==> src/rtl/uart_fifo_tx.sv <==
// UART transmit engine on the read side of a byte FIFO: pops one byte per frame
// and serializes start, 8 data bits LSB-first, optional parity and 1 or 2 stop bits.
module uart_fifo_tx #(
  parameter int DIVISOR_WIDTH = 16,
  parameter int PARITY        = 0,
  parameter int STOP_BITS     = 1
) (
  input  logic                     clk,
  input  logic                     rst,
  input  logic                     enable,
  input  logic [DIVISOR_WIDTH-1:0] baud_divisor,
  input  logic                     cts,
  input  logic                     fifo_empty,
  input  logic [7:0]               fifo_read_data,
  output logic                     fifo_read_strobe,
  output logic                     tx,
  output logic                     busy,
  output logic                     byte_done
);

  localparam bit PAR_EN   = (PARITY == 1) || (PARITY == 2);
  localparam bit PAR_ODD  = (PARITY == 1);
  localparam bit TWO_STOP = (STOP_BITS == 2);

  typedef enum logic [2:0] {
    S_IDLE, S_ARM, S_FETCH, S_START, S_DATA, S_PARITY, S_STOP
  } state_t;

  state_t                   state, state_n;
  logic [DIVISOR_WIDTH-1:0] cnt, cnt_n, div_q, div_n, div_eff;
  logic [7:0]               shreg, shreg_n;
  logic [2:0]               bit_idx, bit_idx_n;
  logic                     par_bit, par_n;
  logic                     stop_idx, stop_n;
  logic                     tx_n, strobe_n, busy_n, done_n;
  logic                     go, last_cnt;

  assign go       = enable && cts && !fifo_empty;
  assign last_cnt = (cnt == '0);
  assign div_eff  = (baud_divisor == '0) ? {{(DIVISOR_WIDTH-1){1'b0}}, 1'b1} : baud_divisor;

  // Every output is computed from the next state so it can be registered.
  always_comb begin
    state_n   = state;
    cnt_n     = cnt;
    div_n     = div_q;
    shreg_n   = shreg;
    bit_idx_n = bit_idx;
    par_n     = par_bit;
    stop_n    = stop_idx;
    tx_n      = tx;
    done_n    = 1'b0;
    case (state)
      S_IDLE: begin
        tx_n = 1'b1;
        if (go) state_n = S_ARM;
      end
      S_ARM: begin
        tx_n    = 1'b1;
        state_n = go ? S_FETCH : S_IDLE;
      end
      S_FETCH: begin
        shreg_n = fifo_read_data;
        div_n   = div_eff;
        cnt_n   = div_eff - 1'b1;
        par_n   = PAR_ODD ? ~^fifo_read_data : ^fifo_read_data;
        tx_n    = 1'b0;
        state_n = S_START;
      end
      S_START: begin
        if (last_cnt) begin
          state_n   = S_DATA;
          cnt_n     = div_q - 1'b1;
          bit_idx_n = 3'd0;
          tx_n      = shreg[0];
        end else begin
          cnt_n = cnt - 1'b1;
        end
      end
      S_DATA: begin
        if (last_cnt) begin
          cnt_n = div_q - 1'b1;
          if (bit_idx == 3'd7) begin
            if (PAR_EN) begin
              state_n = S_PARITY;
              tx_n    = par_bit;
            end else begin
              state_n = S_STOP;
              stop_n  = 1'b0;
              tx_n    = 1'b1;
            end
          end else begin
            shreg_n   = {1'b0, shreg[7:1]};
            tx_n      = shreg[1];
            bit_idx_n = bit_idx + 3'd1;
          end
        end else begin
          cnt_n = cnt - 1'b1;
        end
      end
      S_PARITY: begin
        if (last_cnt) begin
          cnt_n   = div_q - 1'b1;
          state_n = S_STOP;
          stop_n  = 1'b0;
          tx_n    = 1'b1;
        end else begin
          cnt_n = cnt - 1'b1;
        end
      end
      S_STOP: begin
        tx_n = 1'b1;
        if (last_cnt) begin
          if (TWO_STOP && !stop_idx) begin
            stop_n = 1'b1;
            cnt_n  = div_q - 1'b1;
          end else begin
            state_n = S_IDLE;
            done_n  = 1'b1;
          end
        end else begin
          cnt_n = cnt - 1'b1;
        end
      end
      default: begin
        state_n = S_IDLE;
        tx_n    = 1'b1;
      end
    endcase
    strobe_n = (state_n == S_FETCH);
    busy_n   = (state_n != S_IDLE);
  end

  always_ff @(posedge clk or posedge rst) begin
    if (rst) begin
      state            <= S_IDLE;
      cnt              <= '0;
      div_q            <= '0;
      shreg            <= 8'h00;
      bit_idx          <= 3'd0;
      par_bit          <= 1'b0;
      stop_idx         <= 1'b0;
      tx               <= 1'b1;
      fifo_read_strobe <= 1'b0;
      busy             <= 1'b0;
      byte_done        <= 1'b0;
    end else begin
      state            <= state_n;
      cnt              <= cnt_n;
      div_q            <= div_n;
      shreg            <= shreg_n;
      bit_idx          <= bit_idx_n;
      par_bit          <= par_n;
      stop_idx         <= stop_n;
      tx               <= tx_n;
      fifo_read_strobe <= strobe_n;
      busy             <= busy_n;
      byte_done        <= done_n;
    end
  end

endmodule

==> config.mk <==
export PLATFORM = sky130hd
export DESIGN_NAME = uart_fifo_tx
export DESIGN_NICKNAME = d
export VERILOG_FILES = /design/src/rtl/uart_fifo_tx.sv
export SDC_FILE = /design/constraint.sdc
export NUM_CORES = 1
export LEC_CHECK = 0
export BUFFER_PORTS_ARGS = -buffer_cell sky130_fd_sc_hd__clkbuf_2
export CELL_PAD_IN_SITES_DETAIL_PLACEMENT = 1
export CELL_PAD_IN_SITES_GLOBAL_PLACEMENT = 1
export CORE_ASPECT_RATIO = 0.5
export CORE_MARGIN = 1
export CORE_UTILIZATION = 45
export CTS_CLUSTER_SIZE = 10
export DETAILED_ROUTE_END_ITERATION = 12
export PLACE_DENSITY_LB_ADDON = 0.1
export SLEW_MARGIN = 20
export SYNTH_ARGS = -nofsm -noshare
export SYNTH_HDL_FRONTEND = slang
export SYNTH_SLANG_ARGS = --single-unit
==> constraint.sdc <==
create_clock -name clk -period 2.7 [get_ports clk]
set_input_delay 0.54 -clock clk [delete_from_list [all_inputs] [get_ports clk]]
set_output_delay 0.54 -clock clk [all_outputs]
set_load 0.05 [all_outputs]
# After elaboration in Yosys (flattened, before gate mapping)
# Index checks and enable logic that the tools add are counted.
# W data, S select, Z words.
dict set report word_totals {
  wordCells 67
  ff_bits 50
  mem_bits_rw 0
  inputBits 29
  latchBits 0
  rom_bits 0
  out_inout_bits 4
  n_memories 0
}
dict set report op_classes {
  n_reduce_logical 15
  n_mux 26
  order_cmp 0
  mul 0
  addsub 4
  div_mod_pow 0
  n_eq_ne 13
  shifts 0
  bitwise 0
}
# operator n
set op_table {}
lappend op_table {{$mux W16} 3}
lappend op_table {{$pmux W16 S3} 1}
lappend op_table {{$sub A16 B1 Y16 const B} 3}
lappend op_table {{$logic_not A16 Y1} 2}
lappend op_table {{$mux W3} 9}
lappend op_table {{$pmux W3 S7} 1}
lappend op_table {{$mux W8} 2}
lappend op_table {{$pmux W8 S2} 1}
lappend op_table {{$eq A3 B3 Y1 const B} 4}
lappend op_table {{$ne A2 B2 Y1 const B} 5}
lappend op_table {{$eq A3 B2 Y1 const B} 3}
lappend op_table {{$mux W1} 6}
lappend op_table {{$pmux W3 S2} 1}
lappend op_table {{$reduce_and A3 Y1} 2}
lappend op_table {{$reduce_bool A3 Y1} 2}
lappend op_table {{$pmux W1 S4} 1}
lappend op_table {{$reduce_and A4 Y1} 1}
lappend op_table {{$reduce_bool A2 Y1} 2}
lappend op_table {{$add A3 B1 Y3 const B} 1}
lappend op_table {{$eq A3 B1 Y1 const B} 1}
lappend op_table {{$logic_not A3 Y1} 1}
lappend op_table {{$reduce_or A3 Y1} 1}
lappend op_table {{$logic_and A1 B1 Y1} 2}
lappend op_table {{$mux W2} 1}
lappend op_table {{2 further kinds} 2}

# Depth between registers and ports, before layout
# Gate-level depths: netlist of run 1.
dict set report depth {
  depth_word 5
  depth_mapped 11
  mapped_depth_nobuf 11
}

# Least setup slack after synthesis of run 1
# No wires, ideal clock.
dict set report synth_timing {
  path_type {input-to-reg}
  start {input baud_divisor[11]}
  end {register cnt[10]}
  n_path_buf 0
  setup_ps 126
  required_time_ps 2574
  t_arrival_ps 2564
  stages 10
  path_slack_ps 10
  path_cell_list {nor4_1 -> nand4_1 -> nor4_1 -> nor2_1 -> ha_1 -> nor3b_1 -> nand3_1 -> xor2_1 -> o32ai_1 -> a221o_1}
}
dict set report synth_via {
  elab_chain_cells 4
}
# element line
set synth_rtl {}
lappend synth_rtl {{start, declared} 11} ;# input logic [DIVISOR_WIDTH-1:0] baud_divisor,
lappend synth_rtl {{$logic_not A16 Y1} 40} ;# assign div_eff = (baud_divisor == '0) ? {{(DIVISOR_WIDTH-1){1'b0}}, 1'b1} : baud_divisor;
lappend synth_rtl {{$mux W16} 40}
lappend synth_rtl {{$sub A16 B1 Y16} 65} ;# cnt_n = div_eff - 1'b1;
lappend synth_rtl {{$pmux W16 S3} 53} ;# case (state)
lappend synth_rtl {{end signal, assigned} 149} ;# cnt <= cnt_n;
lappend synth_rtl {{end, declared} 30} ;# logic [DIVISOR_WIDTH-1:0] cnt, cnt_n, div_q, div_n, div_eff;
# No other way between the ends.
# A chain may end at the register's enable or synchronous reset.

# Final worst setup path of run 1
dict set report layout_timing {
  start {register cnt[0]}
  end {register cnt[8]}
}
dict set report layout_via {
  elab_chain_cells 3
  word_cells_on_any_way 7
  cone_classes {add/sub (1); eq/ne (1); mux (3); reduce/logical (2)}
}
# element line
set layout_rtl {}
lappend layout_rtl {{$sub A16 B1 Y16 / $logic_not A16 Y1 (equally long branches)} -}
lappend layout_rtl {{$mux W16, or another cell as far along} 113} ;# if (last_cnt) begin
lappend layout_rtl {{$pmux W16 S3 / $reduce_and A2 Y1 (equally long branches)} -}
# Parallel ways exist; a longest one is shown, timed or not. The select of a mux whose other input is x is not followed.

==> impl_metrics.yaml, run 1 <==
power_and_ir_drop:
  swShare_pct: 21.5
  pwr-share-clk_pct: 45.7
  p_int_mw: 1.23
  combPwrFrac_pct: 6.5
  vdd_drop_max_uv: 198
  power_switching_mw: 0.337
  seqPwrFrac_pct: 47.7
  power_mw: 1.57
  powerDensity_mw_per_mm2: 393
  p_leak_nw: 1.66
timing:
  relSlewSlack_pct: 66.6
  clock_skew_ns: 0.00676
  rsz0062_at_grt: "no"
  tightestPinTransition_ns: 0.500
  finalWorstSetupSlack_ns: 0.149
  slew_viol_final: 0
  fmax_mhz: 392
  period_share_pct: 94.5
  fin_crit_ns: 2.55
  setup_viol: 0
  hold_viol_final: 0
synth:
  syn_avg_cell_area_um2: 8.59
  ys_seq_area_share_pct: 37.4
  ys_warn_count: 0
  synth-edff-count: 0
  async_reset_ff_share_pct: 100
  ys.flop_type: "dfrtp_1"
  synth_cell_types: 59
  syn_area_mm2: 0.00335
  syn_nets: 425
  postSynthCellCount: 390
  synth-seq-cells: 50
route:
  wl_per_cell_um: 19.4
  drtAntennaViolNets: 0
  drc: 0
  routed_wl_mm: 10.5
  dr.pass1.iters: 5
  initialDrtViolationCount: 242
  via_per_inst: 6.09
  num_vias: 3275
clock_network:
  cts_htree_levels: 2
  cts_resized: 0
  clkTransAtPathRegs_ns: 0.07
  cts_setup_buffers: 0
  clkLatencyLatePin_ns: 0.29
  cts_buffer_depth: 2
  cts.sinks: 50
  cts_made_buffers: 5
  cts_tree: "done"
  cts_hold_buf: 0
  cts_root_buf: "clkbuf_16"
worst_setup_path:
  path_cells: "inv_1 > ha_1 > nor3b_1 > and4_1 > nand2_1 > o22ai_1 > o21ai_1 > nand2_1"
  crit_required_ns: 2.93
  cp-end-kind: "flop"
  crit_fanout: 8
  critPathKind: "reg -> reg"
  critPathLaunchType: "flop"
  critPathMaxStageDelay_ns: 0.44
  crit_top_cell: "nand2_1"
  crit_buf_inv: 1
  rrSetupSlack_ns: 0.15
  slowest_stage: "dfrtp_1"
  crit_arrival_ns: 2.78
  cpLargestDelayFamily: "simple AND/OR/NAND/NOR gates"
die:
  num_io_pins: 33
  die_w_um: 124
  die-area_mm2: 0.00782
  die_h_um: 63.0
  core-area_mm2: 0.00694
  start_util_pct: 48.3
  rows: 21
grt:
  grt_max_degree: 22
  antenna_found_initial: 0
  grt_remaining_overflow: 0
  grt_util_all_layers_pct: 29.0
  grt_pass1_wl_mm: 17.1
  grt_pass1_vias: 3304
final_layout:
  final_cells: 538
  syn2layout_area_growth_pct: 19.0
  finalNetCount: 480
  drive_gt1_share_pct: 24.2
  nFillCells: 846
  antennaDiodeCount: 0
placed_design:
  dp_hpwl_mm: 8.00
  dpl.cell_count: 530
  numPortBuffers: 32
  dp_worst_setup_slack_ns: -0.163
  place.gp.congestion: 0.894
job:
  cap_viol_max_count: 0
min_path:
  worst_hold_path_type: "in -> async"
outcome:
  outcome: "finished clean"
## power groups by stage
stage                     logic (mW)  clock network, mW  registers, mW
after floorplan               0.0315                  0          0.763
after global placement        0.0979                  0          0.763
after detailed placement       0.101                  0          0.763
after CTS                      0.102              0.734          0.749
after global routing           0.113              0.764          0.748
final                          0.103              0.717          0.749
## layer usage
metal,GRT usage (%),wire length [um],part of all wire [%],vias up
met5,0,0,0,-
met4,6.70,99,0.95,0
met3,4.93,675,6.5,12
met1,41.6,5020,48,1611
li1,-,-,-,1532
met2,45.5,4670,45,120
## flip-flops by register name, indices dropped and copies added (netlist names)
register          cells
state                 3
tx                    1
cnt                  16
div_q                16
byte_done             1
bit_idx               3
busy                  1
fifo_read_strobe      1
shreg                 8
## through the flow
step	setup TNS [ns]	instance area [um^2]	util [%]	hold slack, ns
global placement	0	3810	55.0	0.469
finish	0	3990	57.5	0.228
global route	0	3990	57.5	0.264
floorplan	0	3350	-	0.474
CTS	0	3980	57.3	0.238
detailed placement	-0.369	3810	55.0	0.488
## kinds of logic after synthesis
kind of cell               after synthesis  synth area share (%)
muxes                                   14                  4.70
and+or+nand+nor                        165                  26.6
AOI/OAI and AO/OA                       99                  18.7
xor gates and xnor gates                24                  6.27
DFF                                     50                  37.4
buffers and inverters                   31                  3.73
adders and majority gates                7                  2.54
## final timing paths
| check | start | endpoint | cells past startpoint |
|---|---|---|---|
| max reg2reg | cnt[0] | cnt[8] | 8 |
| max in group asynchronous | rst | cnt[8] | 3 |
| min reg2reg | tx | tx | 2 |
| min | rst | shreg[0] | 2 |
| min in group clk | fifo_read_data[1] | shreg[1] | 3 |
| max | cnt[0] | cnt[8] | 8 |
## layout by cell type (no fill, tap or decap), types with 12 or more instances in the layout
cell | netlist | routed
xor2_1 | 12 | 12
mux2_2 | 14 | 14
nor3_1 | 12 | 12
xnor2_1 | 12 | 12
nand2_1 | 45 | 45
a21oi_1 | 16 | 16
dfrtp_1 | 49 | 49
nor2_1 | 44 | 44
o21ai_1 | 26 | 26
clkbuf_2 | 0 | 32
buf_4 | 0 | 36
## synth_stat cells, types with 5 or more instances
cell type | n | area [um^2]
nand4_1 | 6 | 37.5
xor2_1 | 12 | 105
xnor2_1 | 12 | 105
buf_2 | 7 | 35.0
o21ai_0 | 10 | 50.1
ha_1 | 6 | 75.1
nor2_1 | 44 | 165
dfrtp_1 | 49 | 1230
nand2_1 | 45 | 169
nor3b_1 | 5 | 37.5
nand3_1 | 11 | 55.1
a21oi_1 | 16 | 80.1
a31oi_1 | 9 | 56.3
nor3_1 | 12 | 60.1
inv_1 | 10 | 37.5
o21ai_1 | 26 | 130
nor4_1 | 8 | 50.1
o22ai_1 | 5 | 31.3
clkbuf_1 | 12 | 45.0
mux2_2 | 14 | 158
## area by class of cell
class / count / area, um^2 / area share [%]
sequential: 50 / 1250 / 31.4
tap: 92 / 115 / 2.89
multi-input combinational: 309 / 1990 / 49.8
timing repair buffer: 68 / 430 / 10.8
clock inverter: 1 / 30.0 / 0.753
clock buffer: 7 / 133 / 3.33
inverter: 11 / 41.3 / 1.04
(Power assumes the default switching activity.)
==> run 2, diff against run 1 <==
--- a/config.mk
+++ b/config.mk
@@ -7,2 +7,3 @@
 export LEC_CHECK = 0
+export ABC_AREA = 1
 export BUFFER_PORTS_ARGS = -buffer_cell sky130_fd_sc_hd__clkbuf_2
@@ -12,3 +13,3 @@
 export CORE_MARGIN = 1
-export CORE_UTILIZATION = 45
+export CORE_UTILIZATION = 43
 export CTS_CLUSTER_SIZE = 10
--- a/constraint.sdc
+++ b/constraint.sdc
@@ -3,2 +3,2 @@
 set_output_delay 0.54 -clock clk [all_outputs]
-set_load 0.05 [all_outputs]
+set_load 0.02 [all_outputs]
==> impl_metrics.yaml, run 2 <==
worst_setup_path:
  critPathMaxStageDelay_ns: 0.41
  slowest_stage: "nor2_2"
  critPathKind: "reg -> reg"
  crit_arrival_ns: 2.49
  reg2reg_depth: 12
  cp.depth: 12
  path_cells: "inv_1 > ha_1 > inv_1 > nor2_1 > nand2_1 > nor2_2 > nand2_2 > nor2_2 > o21ai_0 > o21ai_0 > nor2_1 > nor2_1"
  crit_buf_inv: 2
  crit_fanout: 8
  crit_top_cell: "nor2_1"
  critPathLaunchType: "flop"
  cp-end-kind: "flop"
  cpLargestDelayFamily: "simple AND/OR/NAND/NOR gates"
  crit_required_ns: 2.93
final_layout:
  drive_gt1_share_pct: 13.0
  syn2layout_area_growth_pct: 11.7
  finalNetCount: 627
  nFillCells: 1115
  final_cells: 705
  final_cell_mix: "nand2_1 (145), nor2_1 (105), inv_1 (68)"
  antennaDiodeCount: 0
  mostFrequentLayoutCell: "nand2_1"
  top_regs: "cnt (16), div_q (16), shreg (8)"
synth:
  synth_cell_types: 42
  async_reset_ff_share_pct: 100
  yosysMostFrequentCell: "nand2_1"
  syn_nets: 592
  ys_top_cells_by_count: "nand2_1 (145), nor2_1 (105), inv_1 (69)"
  netlist.area_leader.share_pct: 33.7
  ys_seq_area_share_pct: 34.5
  synth-edff-count: 0
  synth-seq-cells: 50
  syn_area_mm2: 0.00363
  postSynthCellCount: 557
  netlist_top_cells_area: "dfrtp_1 (34%), nand2_1 (15%), nor2_1 (11%)"
  yosys.area.top_type: "dfrtp_1"
  syn_avg_cell_area_um2: 6.53
  ys.flop_type: "dfrtp_1"
  ys_warn_count: 0
placed_design:
  dp_worst_setup_slack_ns: 0.256
  dpl.cell_count: 697
  dp_hpwl_mm: 9.48
  numPortBuffers: 32
  place.gp.congestion: 0.931
power_and_ir_drop:
  powerDensity_mw_per_mm2: 948
  combPwrFrac_pct: 45.8
  pwr-share-clk_pct: 17.0
  power_mw: 3.85
  p_int_mw: 2.00
  p_leak_nw: 1.97
  power_switching_mw: 1.85
  vdd_drop_max_uv: 368
  swShare_pct: 47.9
  seqPwrFrac_pct: 37.1
timing:
  tightestPinTransition_ns: 0.682
  fin_crit_ns: 2.25
  period_share_pct: 83.5
  tns_ns: 0
  fmax_mhz: 444
  hold_viol_final: 0
  clock_skew_ns: 0.00886
  rsz0062_at_grt: "no"
  setup_viol: 0
  relSlewSlack_pct: 54.5
  whs_ns: 0.382
  finalWorstSetupSlack_ns: 0.447
  slew_viol_final: 0
clock_network:
  clkTransAtPathRegs_ns: 0.07
  cts.sinks: 50
  cts_setup_buffers: 0
  cts_root_buf: "clkbuf_16"
  cts_tree: "done"
  cts_made_buffers: 5
  cts_htree_levels: 2
  cts_buffer_depth: 2
  cts_hold_buf: 0
  clkLatencyLatePin_ns: 0.30
  cts_resized: 0
grt:
  grt_max_degree: 51
  grt_pass1_vias: 3644
  grt_util_all_layers_pct: 29.5
  grt_remaining_overflow: 0
  grt_pass1_wl_mm: 19.4
  antenna_found_initial: 0
route:
  wl_per_cell_um: 17.2
  via_per_inst: 5.29
  routed_wl_mm: 12.1
  drtAntennaViolNets: 0
  num_vias: 3732
  drc: 0
  initialDrtViolationCount: 214
  dr.pass1.iters: 4
die:
  start_util_pct: 44.9
  rows: 23
  die_w_um: 132
  die_h_um: 67.0
  core-area_mm2: 0.00809
  die-area_mm2: 0.00885
  num_io_pins: 33
outcome:
  outcome: "finished clean"
job:
  cap_viol_max_count: 0
min_path:
  worst_hold_path_type: "in -> async"
## run 2: changes by cell type in the layout (fill, tap and decap cells not counted), moves of 6 or more
cell | before | now
nand2_1 | 45 | 145
nor2_1 | 44 | 105
inv_1 | 9 | 68
nand3_1 | 11 | 43
buf_4 | 36 | 6
o21ai_0 | 10 | 36
o21ai_1 | 26 | 4
mux2_2 | 14 | 0
xnor2_1 | 12 | 2
nor2_2 | 0 | 6
nor3_1 | 12 | 6
nor4_1 | 7 | 1
## run 2: cell families (layout without fill, tap and decap cells)
family                     Yosys count  in the layout  share of synthesized area, %
and+or+nand+nor                    330            330                          39.1
buffers and inverters               83            119                          9.36
AOI/OAI and AO/OA                   76             76                          12.1
DFF                                 50             50                          34.5
xor gates and xnor gates            12             12                          2.89
adders and majority gates            6              6                          2.07
## run 2: final timing paths
path                       slack, ns          endpoint       start
setup / recovery                0.45            cnt[4]      cnt[0]
hold / removal                  0.38          shreg[4]         rst
setup reg to reg                0.45            cnt[4]      cnt[0]
hold reg to reg                 0.50        bit_idx[0]  bit_idx[0]
max in group asynchronous       1.84          div_q[4]         rst
min in group clk                0.43  fifo_read_strobe  fifo_empty
## run 2: through the flow
stage               cell area (um^2)  util [%]
floorplan                       3630         -
detailed placement              3920      48.4
global placement                3920      48.4
CTS                             4060      50.2
global route                    4060      50.2
finish                          4060      50.2
## run 2: tightest hold or removal path: cells and delay by family
kind | cells | cell delay [ns]
buffers and inverters | 3 | 0.64
## run 2: power by group through the flow
stage,combinational (mW),sequential (mW),clock (mW)
2_1_floorplan,1.27,1.35,0
5_1_grt,2.02,1.48,0.685
6_report,1.77,1.43,0.656
3_5_place_dp,1.74,1.44,0
4_1_cts,1.76,1.42,0.660
3_3_place_gp,1.69,1.43,0
## run 2: area by class of cell
cell class	count	area [um^2]	area share, %
timing repair buffer	38	205	5.05
clock buffer	5	125	3.08
inverter	73	275	6.78
sequential	50	1250	30.8
clock inverter	3	21.3	0.524
multi-input combinational	424	2040	50.3
tap	112	140	3.45
## run 2: metal layers
metal  up-vias  GRT usage, %  part of all wire, %
met5         -             0                    0
met3        13          7.31                  7.4
met1      1780          40.3                   49
li1       1836             -                    -
met4         0          5.96                  1.1
met2       103          47.4                   42
